## src/rtl/lifo_stack_ctrl.sv

```systemverilog
// Parametrised LIFO stack with peek output, replace-top on simultaneous push/pop,
// occupancy count, almost-full threshold and sticky overflow/underflow flags.
module lifo_stack_ctrl #(
    parameter int WIDTH    = 32,
    parameter int DEPTH    = 8,
    parameter int AF_LEVEL = DEPTH - 2,
    parameter int CW       = $clog2(DEPTH + 1)
) (
    input  logic             clk,
    input  logic             rst,
    input  logic             push,
    input  logic             pop,
    input  logic [WIDTH-1:0] data_in,
    input  logic             clr_err,
    output logic [WIDTH-1:0] data_out,
    output logic             valid,
    output logic             ready,
    output logic             full,
    output logic             empty,
    output logic             almost_full,
    output logic [CW-1:0]    count,
    output logic             overflow,
    output logic             underflow
);

    localparam int            AW       = (DEPTH > 1) ? $clog2(DEPTH) : 1;
    localparam logic [CW-1:0] FULL_CNT = CW'(DEPTH);
    localparam logic [CW-1:0] AF_CNT   = CW'(AF_LEVEL);

    logic [WIDTH-1:0] mem_q [DEPTH];
    logic [CW-1:0]    count_q, count_d;
    logic             overflow_q, overflow_d;
    logic             underflow_q, underflow_d;

    logic             wr_en;
    logic [AW-1:0]    wr_addr;
    logic [AW-1:0]    top_idx;
    logic             empty_w, full_w;

    assign empty_w = (count_q == '0);
    assign full_w  = (count_q == FULL_CNT);
    // Wraps to DEPTH-1 when count is DEPTH and DEPTH is a power of two; unused when empty.
    assign top_idx = count_q[AW-1:0] - AW'(1);

    // NOTE: combinational logic uses blocking '=' with every output defaulted first,
    // so no path can leave a signal unassigned and infer a latch.
    always_comb begin
        count_d     = count_q;
        wr_en       = 1'b0;
        wr_addr     = count_q[AW-1:0];
        overflow_d  = overflow_q & ~clr_err;
        underflow_d = underflow_q & ~clr_err;

        case ({push, pop})
            2'b10: begin
                if (full_w) begin
                    overflow_d = 1'b1;
                end else begin
                    wr_en   = 1'b1;
                    count_d = count_q + CW'(1);
                end
            end
            2'b01: begin
                if (empty_w) begin
                    underflow_d = 1'b1;
                end else begin
                    count_d = count_q - CW'(1);
                end
            end
            2'b11: begin
                // Replace-top; on an empty stack this degenerates to a plain push at slot 0.
                wr_en = 1'b1;
                if (empty_w) begin
                    count_d = CW'(1);
                end else begin
                    wr_addr = top_idx;
                end
            end
            default: ;
        endcase
    end

    // NOTE: sequential state uses non-blocking '<=' so every register samples the
    // pre-edge values regardless of block ordering.
    always_ff @(posedge clk) begin
        if (rst) begin
            count_q     <= '0;
            overflow_q  <= 1'b0;
            underflow_q <= 1'b0;
        end else begin
            count_q     <= count_d;
            overflow_q  <= overflow_d;
            underflow_q <= underflow_d;
        end
    end

    // NOTE: the storage array is deliberately not reset; count alone defines which
    // entries are live, and a reset on every word would cost a mux per bit.
    always_ff @(posedge clk) begin
        if (wr_en && !rst) begin
            mem_q[wr_addr] <= data_in;
        end
    end

    assign data_out    = empty_w ? '0 : mem_q[top_idx];
    assign valid       = ~empty_w;
    assign ready       = ~full_w;
    assign full        = full_w;
    assign empty       = empty_w;
    assign almost_full = (count_q >= AF_CNT);
    assign count       = count_q;
    assign overflow    = overflow_q;
    assign underflow   = underflow_q;

endmodule
```

## config.mk

```make
export PLATFORM = sky130hd
export DESIGN_NAME = lifo_stack_ctrl
export DESIGN_NICKNAME = d
export VERILOG_FILES = /design/src/rtl/lifo_stack_ctrl.sv
export SDC_FILE = /design/constraint.sdc
export NUM_CORES = 1
export LEC_CHECK = 0
export CAP_MARGIN = 20
export CELL_PAD_IN_SITES_DETAIL_PLACEMENT = 1
export CELL_PAD_IN_SITES_GLOBAL_PLACEMENT = 1
export CORE_AREA = 8 8 156 187
export DETAILED_ROUTE_END_ITERATION = 12
export DIE_AREA = 0 0 164 195
export GPL_ROUTABILITY_DRIVEN = 0
export HOLD_SLACK_MARGIN = 0.06
export PLACE_DENSITY = 0.72
export REMOVE_ABC_BUFFERS = 1
export SKIP_CTS_REPAIR_TIMING = 1
export SLEW_MARGIN = 20
export SYNTH_ARGS = -nofsm -noshare
export SYNTH_HDL_FRONTEND = slang
export SYNTH_SLANG_ARGS = --single-unit
```

## constraint.sdc

```tcl
create_clock -name clk -period 4.2 [get_ports clk]
set_clock_uncertainty 0.1 [all_clocks]
set_input_delay 1.05 -clock clk [delete_from_list [all_inputs] [get_ports clk]]
set_output_delay 1.05 -clock clk [all_outputs]
set_load 0.02 [all_outputs]
```

==> impl_metrics.py <==
metrics = {
    "run_status": {
        "status": "finished, final reports clean",
    },
    "final_layout": {
        "drive_above_1_share_pct": 22.41,
        "antenna_cells": 0,
        "final_cell_area_sq_mm": 0.01254,
        "fillers": 2371,
        "area_growth_pct": 22.28,
        "nets": 669,
        "regArea_sq_mm": 0.007812,
        "multi_input_area_sq_mm": 0.002374,
        "utilization_pct": 48.03,
    },
    "worst_setup_path": {
        "critPathMostFrequentCell": "inv_1",
        "crit_chain": "inv_1 -> ha_4 -> or3b_2 -> inv_1 -> buf_8 -> a21oi_1 -> clkdlybuf4s50_1",
        "worstSetupStartpointType": "flop",
        "critPathBufInv": 4,
        "required_ns": 3.05,
        "critPathKind": "flop to primary output",
        "arrival_ns": 2.91,
        "max_stage_delay_ns": 0.57,
        "critPathTopFamily": "buffers and inverters",
        "crit_slowest_cell": "clkdlybuf4s50_1",
        "reg2reg_slack_ns": 1.24,
        "crit_fanout": 23,
        "cp-end-kind": "primary output",
    },
    "floorplanning": {
        "start_util_pct": 39.28,
        "io_pins": 80,
        "core_sq_mm": 0.02611,
        "dieArea_sq_mm": 0.03198,
        "die_width_um": 164,
        "fp.dieH_um": 195,
        "std_cell_rows": 65,
    },
    "job": {
        "max-cap-violations": 0,
    },
    "route": {
        "num_vias": 5274,
        "drc": 0,
        "ant_nets": 0,
        "vias_per_cell": 5.371,
        "dr.pass1.iters": 4,
        "wl_per_cell_um": 24.02,
        "drtIter0Drc": 449,
        "drt_wl_total_um": 23590,
    },
    "clock_tree": {
        "ctsRootBufferMaster": "clkbuf_16",
        "worstSkewPairLatency_ns": 0.51,
        "cts_tree": "built",
        "path_clk_slew_ns": 0.07,
        "cts_buffers": 25,
        "clock_sinks": 262,
        "htreeDepth": 1,
        "ctsLongestPathBuffers": 3,
    },
    "logic_synthesis": {
        "synth_top_area_cell": "edfxtp_1",
        "syn_inst": 526,
        "synth-seq-area-share_pct": 76.14,
        "ys.flop_type": "edfxtp_1",
        "synth_seq_cells": 262,
        "syn_area_per_cell_sq_um": 19.49,
        "synthesis.area_sq_mm": 0.01025,
        "ys_types": 33,
        "yosys-top-cells-count": "256 x edfxtp_1, 70 x nand2_1, 64 x mux4_2",
        "synth_edf_count": 256,
        "synth_area_leaders": "edfxtp_1 75%, mux4_2 14%, nand2_1 2.6%, a21oi_1 1.8%, dfxtp_1 1.2%",
        "synth_top_area_share_pct": 74.97,
        "async_reset_ff_share_pct": 0,
        "synth_most_common_cell": "edfxtp_1",
        "yosysWarningCount": 0,
    },
    "global_route": {
        "antenna_found_initial": 0,
        "grt_pass1_vias": 5826,
        "overflow": 0,
        "track_usage_pct": 14.82,
        "grt_max_degree": 75,
        "grt_first_pass_wirelength_um": 35820,
    },
    "timing": {
        "final-setup-viol-count": 0,
        "worst_slack_ns": 0.1351,
        "worstMarginPinSlew_ns": 0.6586,
        "timing.final.max_slew_violations": 0,
        "fmax_mhz": 246.0,
        "fin_crit_ns": 4.065,
        "relSlewSlack_pct": 56.03,
        "finalHoldViolCount": 0,
        "fin_crit_sh_pct": 96.78,
    },
    "placed_design": {
        "io_buffers": 79,
        "dpl.hpwl_um": 13940,
        "place_area_sq_mm": 0.01165,
        "place_ws_ns": 0.3443,
    },
    "power_and_ir_drop": {
        "power_density_mw_per_mm2": 557.7,
        "p_leak_nw": 3.975,
        "ir_drop_mv": 0.3357,
        "total_power_w": 0.006993,
    },
    "min_path": {
        "worstHoldPathType": "flop to flop",
    },
}
sequential cells by signal, indices dropped and copies added, names as in the netlist:
name	flops
mem_q	256
count	4
underflow	1
overflow	1
cell type report:
| cell class | count | area share (%) |
|---|---|---|
| Clock buffer | 33 | 5.389 |
| Clock inverter | 12 | 1.307 |
| Inverter | 4 | 0.1197 |
| Multi-Input combinational cell | 228 | 18.93 |
| Sequential cell | 262 | 62.31 |
| Tap cell | 335 | 3.343 |
| Timing Repair Buffer | 108 | 8.602 |
worst min-delay path: cells and delay by family, from the launching register on:
family          cells  cell delay (ns)
flops               1             0.32
compound gates      1             0.06
simple gates        1             0.07
worst paths after layout:
| path | from | endpoint | depth (start not counted) |
|---|---|---|---|
| min reg2reg | overflow | overflow | 2 |
| max | count[0] | data_out[0] | 7 |
| max reg2reg | count[0] | mem_q[3][18] | 9 |
| min | overflow | overflow | 2 |
cell families (layout without fill, tap and decap cells):
| kind of cell | count (synthesis) | after routing | synth area share (%) |
|---|---|---|---|
| multiplexers | 65 | 65 | 14.17 |
| XOR/XNOR | 5 | 5 | 0.4272 |
| adder cells (fa/ha/maj) | 3 | 3 | 0.3661 |
| AO/OA/AOI/OAI | 49 | 49 | 2.575 |
| flip-flops | 262 | 262 | 76.14 |
| AND/OR/NAND/NOR | 106 | 106 | 4.649 |
| buffers and inverters | 36 | 157 | 1.672 |
per-layer routing:
| layer | global-route usage [%] | vias to the layer above | part of all wire, % |
|---|---|---|---|
| met5 | 0 | - | 0 |
| met4 | 3.238 | 0 | 1.3 |
| met3 | 2.504 | 26 | 5.8 |
| met2 | 24.94 | 151 | 49 |
| met1 | 19.82 | 2783 | 43 |
| li1 | - | 2314 | - |
through the flow:
step / std cells / hold slack (ns) / setup TNS (ns)
3_5_place_dp: 933 / 0.3908 / 0
4_1_cts: 978 / 0.4019 / -2.128
2_1_floorplan: 494 / 0.4364 / -935.57
6_report: 982 / 0.3948 / 0
5_1_grt: 982 / 0.4511 / -0.004683
3_3_place_gp: 933 / 0.3603 / 0
power breakdown:
group / internal, W / leakage, nW / total (W) / switching [W]
Sequential: 0.00296 / 2.36 / 0.00299 / 0.0000300
Clock: 0.00138 / 0.401 / 0.00228 / 0.000906
Combinational: 0.000759 / 1.21 / 0.00172 / 0.000961
Total: 0.00510 / 3.98 / 0.00699 / 0.00190
cells in the final DEF (no fill, tap or decap), types with 3 or more instances in the layout:
cell type	instances
nor2b_1	4
inv_1	4
nand4b_1	3
a21oi_1	36
mux4_2	64
nand2_1	70
clkdlybuf4s50_1	77
buf_12	4
a31oi_1	5
bufinv_16	4
nor2_4	8
nand2b_1	3
nand3_1	5
edfxtp_1	256
clkbuf_16	25
clkinv_1	4
buf_4	22
clkbuf_1	6
dfxtp_1	4
o21ai_0	5
(Power assumes the default switching activity.)
